==> config.mk <==
export PLATFORM = sky130hd
export DESIGN_NAME = hlsm_job_sequencer
export DESIGN_NICKNAME = d
export VERILOG_FILES = /design/src/rtl/hlsm_job_sequencer.sv
export SDC_FILE = /design/constraint.sdc
export NUM_CORES = 1
export LEC_CHECK = 0
export ABC_CLOCK_PERIOD_IN_PS = 2400
export CORE_AREA = 2 2 166 168
export CTS_CLUSTER_SIZE = 25
export DETAILED_ROUTE_END_ITERATION = 16
export DIE_AREA = 0 0 168 170
export PLACE_DENSITY = 0.65
export SLEW_MARGIN = 20
export SYNTH_ARGS = -nofsm -noshare
export SYNTH_HDL_FRONTEND = slang
export SYNTH_SLANG_ARGS = --single-unit
==> constraint.sdc <==
create_clock -name Clk -period 2.4 [get_ports Clk]
set_clock_uncertainty 0.1 [all_clocks]
set_input_delay 0.48 -clock Clk [delete_from_list [all_inputs] [get_ports Clk]]
set_output_delay 0.48 -clock Clk [all_outputs]
set_load 0.03 [all_outputs]
==> src/rtl/hlsm_job_sequencer.sv <==
// Initiator for the HLSM Start/Done handshake: takes operand jobs, runs one HLSM,
// returns captured z/x (or a timeout abort) on a valid/ready result port.
module hlsm_job_sequencer #(
  parameter int unsigned WIDTH   = 32,
  parameter int unsigned TIMEOUT = 64,
  parameter int unsigned MASK    = 2,
  parameter int unsigned CNT_W   = 16
) (
  input  logic                    Clk,
  input  logic                    Rst,
  input  logic                    job_valid,
  output logic                    job_ready,
  input  logic signed [WIDTH-1:0] job_a,
  input  logic signed [WIDTH-1:0] job_b,
  input  logic signed [WIDTH-1:0] job_c,
  input  logic                    job_t,
  output logic                    res_valid,
  input  logic                    res_ready,
  output logic [WIDTH-1:0]        res_z,
  output logic [WIDTH-1:0]        res_x,
  output logic                    res_timeout,
  output logic                    hlsm_start,
  output logic                    hlsm_rst,
  output logic signed [WIDTH-1:0] hlsm_a,
  output logic signed [WIDTH-1:0] hlsm_b,
  output logic signed [WIDTH-1:0] hlsm_c,
  output logic [WIDTH-1:0]        hlsm_zero,
  output logic [WIDTH-1:0]        hlsm_one,
  output logic                    hlsm_t,
  input  logic                    hlsm_done,
  input  logic [WIDTH-1:0]        hlsm_z,
  input  logic [WIDTH-1:0]        hlsm_x,
  output logic                    busy,
  output logic [CNT_W-1:0]        job_count,
  output logic [CNT_W-1:0]        timeout_count
);

  localparam int unsigned WC_W = $clog2(TIMEOUT + 1);

  typedef enum logic [1:0] {
    IDLE = 2'd0,
    RUN  = 2'd1,
    RESP = 2'd2
  } state_t;

  state_t          state;
  state_t          state_nxt;
  logic [WC_W-1:0] wait_cnt;
  logic            accept;
  logic            done_q;
  logic            timeout_hit;
  logic            tmo_pulse;

  // Done is masked for the first MASK RUN cycles so a stale Done from the prior job is ignored.
  assign accept      = (state == IDLE) & job_valid;
  assign done_q      = (state == RUN) & hlsm_done & (wait_cnt >= WC_W'(MASK));
  assign timeout_hit = (state == RUN) & ~done_q & (wait_cnt == WC_W'(TIMEOUT - 1));

  assign hlsm_zero = '0;
  assign hlsm_one  = WIDTH'(1);

  // State register
  always_ff @(posedge Clk) begin
    if (Rst) state <= IDLE;
    else     state <= state_nxt;
  end

  // Next-state logic
  always_comb begin
    state_nxt = state;
    case (state)
      IDLE:    if (job_valid) state_nxt = RUN;
      RUN:     if (done_q || timeout_hit) state_nxt = RESP;
      RESP:    if (res_ready) state_nxt = IDLE;
      default: state_nxt = IDLE;
    endcase
  end

  // Outputs; Start drops in the very cycle Done qualifies so the HLSM never relaunches.
  always_comb begin
    job_ready  = 1'b0;
    busy       = 1'b1;
    hlsm_start = 1'b0;
    hlsm_rst   = Rst | tmo_pulse;
    case (state)
      IDLE: begin
        job_ready = 1'b1;
        busy      = 1'b0;
      end
      RUN:     hlsm_start = ~done_q & ~Rst;
      default: ;
    endcase
  end

  // Datapath: operands, wait counter, result capture and statistics
  always_ff @(posedge Clk) begin
    if (Rst) begin
      hlsm_a        <= '0;
      hlsm_b        <= '0;
      hlsm_c        <= '0;
      hlsm_t        <= 1'b0;
      wait_cnt      <= '0;
      tmo_pulse     <= 1'b0;
      res_valid     <= 1'b0;
      res_timeout   <= 1'b0;
      res_z         <= '0;
      res_x         <= '0;
      job_count     <= '0;
      timeout_count <= '0;
    end else begin
      tmo_pulse <= timeout_hit;
      if (accept) begin
        hlsm_a   <= job_a;
        hlsm_b   <= job_b;
        hlsm_c   <= job_c;
        hlsm_t   <= job_t;
        wait_cnt <= '0;
      end else if (state == RUN) begin
        wait_cnt <= wait_cnt + WC_W'(1);
      end
      if (done_q) begin
        res_z       <= hlsm_z;
        res_x       <= hlsm_x;
        res_timeout <= 1'b0;
        res_valid   <= 1'b1;
        job_count   <= job_count + CNT_W'(1);
      end else if (timeout_hit) begin
        res_z         <= '0;
        res_x         <= '0;
        res_timeout   <= 1'b1;
        res_valid     <= 1'b1;
        timeout_count <= timeout_count + CNT_W'(1);
      end else if ((state == RESP) && res_ready) begin
        res_valid <= 1'b0;
      end
    end
  end

endmodule

# == After elaboration in Yosys (flattened, before gate mapping) ==
# Cells that the tools add are included.
# Widths: inputs -> output; s select.
# classes
muxes,13
n_eq_ne,6
addsub,3
n_reduce_logical,9
bitwise_logic,9
order_cmp,1
# op_table
cell,count
$mux 32,3
$add 16x1->16 const B,2
$add 7x1->7 const B,1
$eq 7x6->1 const B,1
$ge 7x2->1 const B,1
$and 1x1->1,6
$mux 1,6
$mux 2,3
$ne 2x2->1 const B,3
$pmux 2 s3,1
$reduce_or 2->1,2
$reduce_and 3->1,1
$reduce_bool 3->1,1
$eq 2x1->1 const B,1
$eq 2x2->1 const B,1
$logic_not 2->1,1
$not 1->1,2
$reduce_and 2->1,1
$reduce_bool 2->1,1
$logic_and 1x1->1,1
$logic_or 1x1->1,1
$or 1x1->1,1
# word_totals
output_inout_bits,263
elab_cells,54
ff_bits,205
input_bits,166

# == Logic depth before layout (Yosys ltp) ==
# depth
depth_word,9
ltp_mapped,9
depth_no_buf,6

# == Least setup slack after synthesis ==
# No wires, ideal clock.
# synth_path
path_kind,reg2out
start,register wait_cnt[0]
end,output hlsm_start
arrival_time_ns,2.105
stages_incl_launch_ff,9
t_required_ns,1.820
path_slack_ns,-0.285
cell_sequence,dfxtp_1 > inv_1 > ha_1 > nor4_4 > a21oi_2 > buf_6 > buf_2 > buf_2 > nor3_1
# synth_between
elab_chain_cells,5
# synth_rtl
element,line,source
from (decl),48,logic [WC_W-1:0] wait_cnt;
from (signal assigned),119,wait_cnt <= wait_cnt + WC_W'(1);
$ge 7x2->1,56,assign done_q = (state == RUN) & hlsm_done & (wait_cnt >= WC_W'(MASK));
$and 1x1->1,56,
$not 1->1 (no line),n/a,
$and 1x1->1,90,RUN: hlsm_start = ~done_q & ~Rst;
$mux 1,85,case (state)
to (decl),22,"output logic hlsm_start,"
# No other way between the ends.

# == Worst setup path in the final report ==
# Ends and elaborated chain as after synthesis.

==> flow_summary.json <==
{
  "critPathArrivalTime_ns": 1.86,
  "die_w_um": 168,
  "fp.dieArea_um2": 28600,
  "groute.usage.overall_pct": 17.2,
  "max-vdd-ir-drop_mv": 0.498,
  "viasPerCell": 4.73,
  "drtIter0Drc": 365,
  "end_kind": "output port",
  "post_synth_fa_ha_maj_area_fraction_pct": 0.601,
  "diodes": 0,
  "startpoint": "wait_cnt[0]",
  "floorplan.core_area_um2": 26700,
  "filler_cell_count": 2568,
  "final-max-slew-violation-count": 0,
  "grt_pass1_wl_mm": 40.2,
  "total_design_power_mw": 8.36,
  "edff_count_synth": 0,
  "finalHoldViolations": 0,
  "synth.yosys.seq_area_share_pct": 49.3,
  "mostFrequentLayoutCells": "sky130_fd_sc_hd__clkdlybuf4s50_1 (358), sky130_fd_sc_hd__nand2_1 (273), sky130_fd_sc_hd__dfxtp_1 (202)",
  "path_class": "reg2out",
  "drive_above_1_share_pct": 6.51,
  "slew_headroom_pct": 64.2,
  "yosysWarningCount": 0,
  "startpoint_type": "flop",
  "postSynth.asyncResetShare_pct": 0,
  "leakagePower_nw": 4.62,
  "setup.reg_to_reg.worst_slack_ns": 0.14,
  "syn2layout_area_growth_pct": 55.7,
  "grt_max_degree": 69,
  "num-nets-final": 1539,
  "gp_congestion": 0.761,
  "finish.utilization_pct": 48.6,
  "route.vias.total": 8158,
  "io-pin-count": 429,
  "tritoncts": "done",
  "run_status": "finished, violations left",
  "maxCapViolations": 0,
  "ys_seq_elements": 205,
  "gr-total-overflow": 0,
  "setup_violations": 1,
  "crit_path_end": "hlsm_start",
  "synth_mux_area_share_pct": 0.271,
  "initial_core_util_pct": 31.2,
  "holdCritPathClass": "in2reg",
  "yosys.area_share.simple_pct": 23.4,
  "via_count_of_the_first_global_routing_pass": 7497,
  "avgRoutedWirePerCell_um": 15.3,
  "worst_pin_slew_ns": 0.524,
  "unrepaired_setup_endpoints_after_global_routing": "yes",
  "ff2ff_path_depth": 7,
  "cts.htree.levels": 1,
  "cts.reportedPaths.clkPinSlew_ns": 0.05,
  "clkSinkCount": 205,
  "critical_path.reg2reg.endpoint": "res_z[8]",
  "drt_drc_violations_left": 0,
  "failed_checks": "setup timing",
  "ctsLongestPathBuffers": 3,
  "num_cts_buffers": 24,
  "synth_area_per_cell_um2": 8.12,
  "worst_ep_required_time_ns": 1.82,
  "post_synth_instance_area_um2": 8320,
  "worstSkewPairLatency_ns": 0.52,
  "place.port_buffers": 364,
  "critPathMaxFanout": 17,
  "antenna_found_initial": 0,
  "post-cts-setup-buffers": 0,
  "post_synth_xor_area_fraction_pct": 0.737,
  "layout_commonest_cell": "sky130_fd_sc_hd__clkdlybuf4s50_1",
  "fin_crit_ns": 2.44,
  "setup_slack_ns": -0.0357,
  "synth_compound_area_share_pct": 15.1,
  "die_height_um": 170,
  "layout_worst_path_cycle_share_pct": 101,
  "post_synth_num_cell_types": 46,
  "synth_top_flop_cell": "sky130_fd_sc_hd__dfxtp_1",
  "root_buffer": "sky130_fd_sc_hd__clkbuf_16",
  "synthCells": 1025,
  "synth_top_family_by_area": "simple AND/OR/NAND/NOR gates",
  "drtAntennaViolNets": 0,
  "dpl.hpwl_mm": 18.7,
  "fmax_mhz": 411,
  "detailed_routing_iteration_count_for_the_pre_antenna_repair_pass": 4,
  "power_density_nw_per_um2": 645,
  "routed_wirelength_mm": 26.4,
  "std_cell_rows": 60,
  "regToRegStartpoint": "wait_cnt[0]"
}
synth_stat cells, drive strengths merged, types with 2 or more instances:
master | instances | area, um^2
mux2 | 2 | 22.5
a21oi | 193 | 970
nand3b | 2 | 15.0
buf | 89 | 658
xnor2 | 4 | 35.0
or3 | 5 | 31.3
nand3 | 78 | 390
nand4 | 7 | 50.1
nor2 | 12 | 45.0
or4 | 22 | 169
nor3 | 7 | 35.0
nor2b | 2 | 12.5
conb | 2 | 7.51
and3 | 3 | 18.8
inv | 6 | 22.5
clkbuf | 50 | 188
and2 | 5 | 31.3
and4b | 2 | 20.0
ha | 4 | 50.1
o31ai | 21 | 158
o21ai | 6 | 41.3
a211oi | 3 | 22.5
xor2 | 3 | 26.3
and4 | 4 | 35.0
nand2 | 274 | 1030
a31oi | 2 | 12.5
dfxtp | 205 | 4100
worst max-delay path, cell delays in order (launching register included):
cell                      delay [ns]
sky130_fd_sc_hd__dfxtp_2        0.33
sky130_fd_sc_hd__inv_2          0.04
sky130_fd_sc_hd__ha_4           0.16
sky130_fd_sc_hd__nor4_4         0.26
sky130_fd_sc_hd__a21oi_4        0.11
sky130_fd_sc_hd__buf_12         0.17
sky130_fd_sc_hd__nor3_4         0.11
sky130_fd_sc_hd__buf_6          0.15
cells by family after synthesis:
| kind of cell | Yosys count |
|---|---|
| AOI/OAI and AO/OA | 230 |
| xor gates and xnor gates | 7 |
| adders and majority gates | 4 |
| buffers and inverters | 145 |
| DFF | 205 |
| muxes | 2 |
| other | 2 |
| and+or+nand+nor | 430 |
sequential cells by signal, indices dropped and copies added (netlist names):
register and count:
hlsm_c 32, res_timeout 1, hlsm_a 32, wait_cnt 7, res_x 32, tmo_pulse 1, state 2, timeout_count 16
hlsm_b 32, hlsm_t 1, job_count 16, res_valid 1, res_z 32
where the power goes:
group	switching, mW	total [mW]	internal (mW)
Sequential	0.0584	3.58	3.52
Combinational	0.713	1.26	0.543
Clock	1.43	3.53	2.10
metal layers:
metal,global-route usage [%],routed length (um),vias up
met5,0,0,-
met4,5.52,676,0
met3,5.33,2260,40
met2,30.2,13000,298
met1,20.0,10500,3776
li1,-,-,4044
metrics by stage:
| stage | cells | instance area [um^2] | hold slack (ns) | TNS, ns | worst slack, ns |
|---|---|---|---|---|---|
| floorplan | 1087 | 8570 | 0.371 | 0 | 0.0870 |
| global placement | 1684 | 12200 | 0.341 | 0 | 0.0775 |
| detailed placement | 1684 | 12200 | 0.346 | 0 | 0.0619 |
| CTS | 1724 | 13000 | 0.0785 | -0.0801 | -0.0801 |
| global route | 1724 | 13000 | 0.102 | -0.143 | -0.143 |
| finish | 1724 | 13000 | 0.116 | -0.0357 | -0.0357 |
timing repair:
action / 4_1_cts / 5_1_grt
gates resized for setup: 9 / 2
hold buffers: 0 / 0
endpoints found under the setup margin: 3 / 3
how the worst min path moves through the flow:
stage / slack, ns / startpoint / depth (start not counted) / endpoint
after floorplan: 0.37 / wait_cnt[6] / 2 / wait_cnt[6]
after global placement: 0.34 / hlsm_a[1] / 2 / hlsm_a[1]
after detailed placement: 0.35 / hlsm_c[26] / 2 / hlsm_c[26]
after CTS: 0.08 / Rst / 2 / hlsm_a[16]
after global routing: 0.10 / Rst / 2 / hlsm_a[21]
final: 0.12 / Rst / 2 / hlsm_a[23]
final cells by class:
class | count | area, um^2 | area share, %
timing repair buffer | 395 | 4010 | 31.0
clock inverter | 5 | 30.0 | 0.232
sequential | 205 | 4110 | 31.7
inverter | 6 | 22.5 | 0.174
clock buffer | 35 | 733 | 5.66
tap | 341 | 427 | 3.29
multi-input combinational | 737 | 3620 | 28.0
Note: power is estimated with default switching activity, not from simulation.
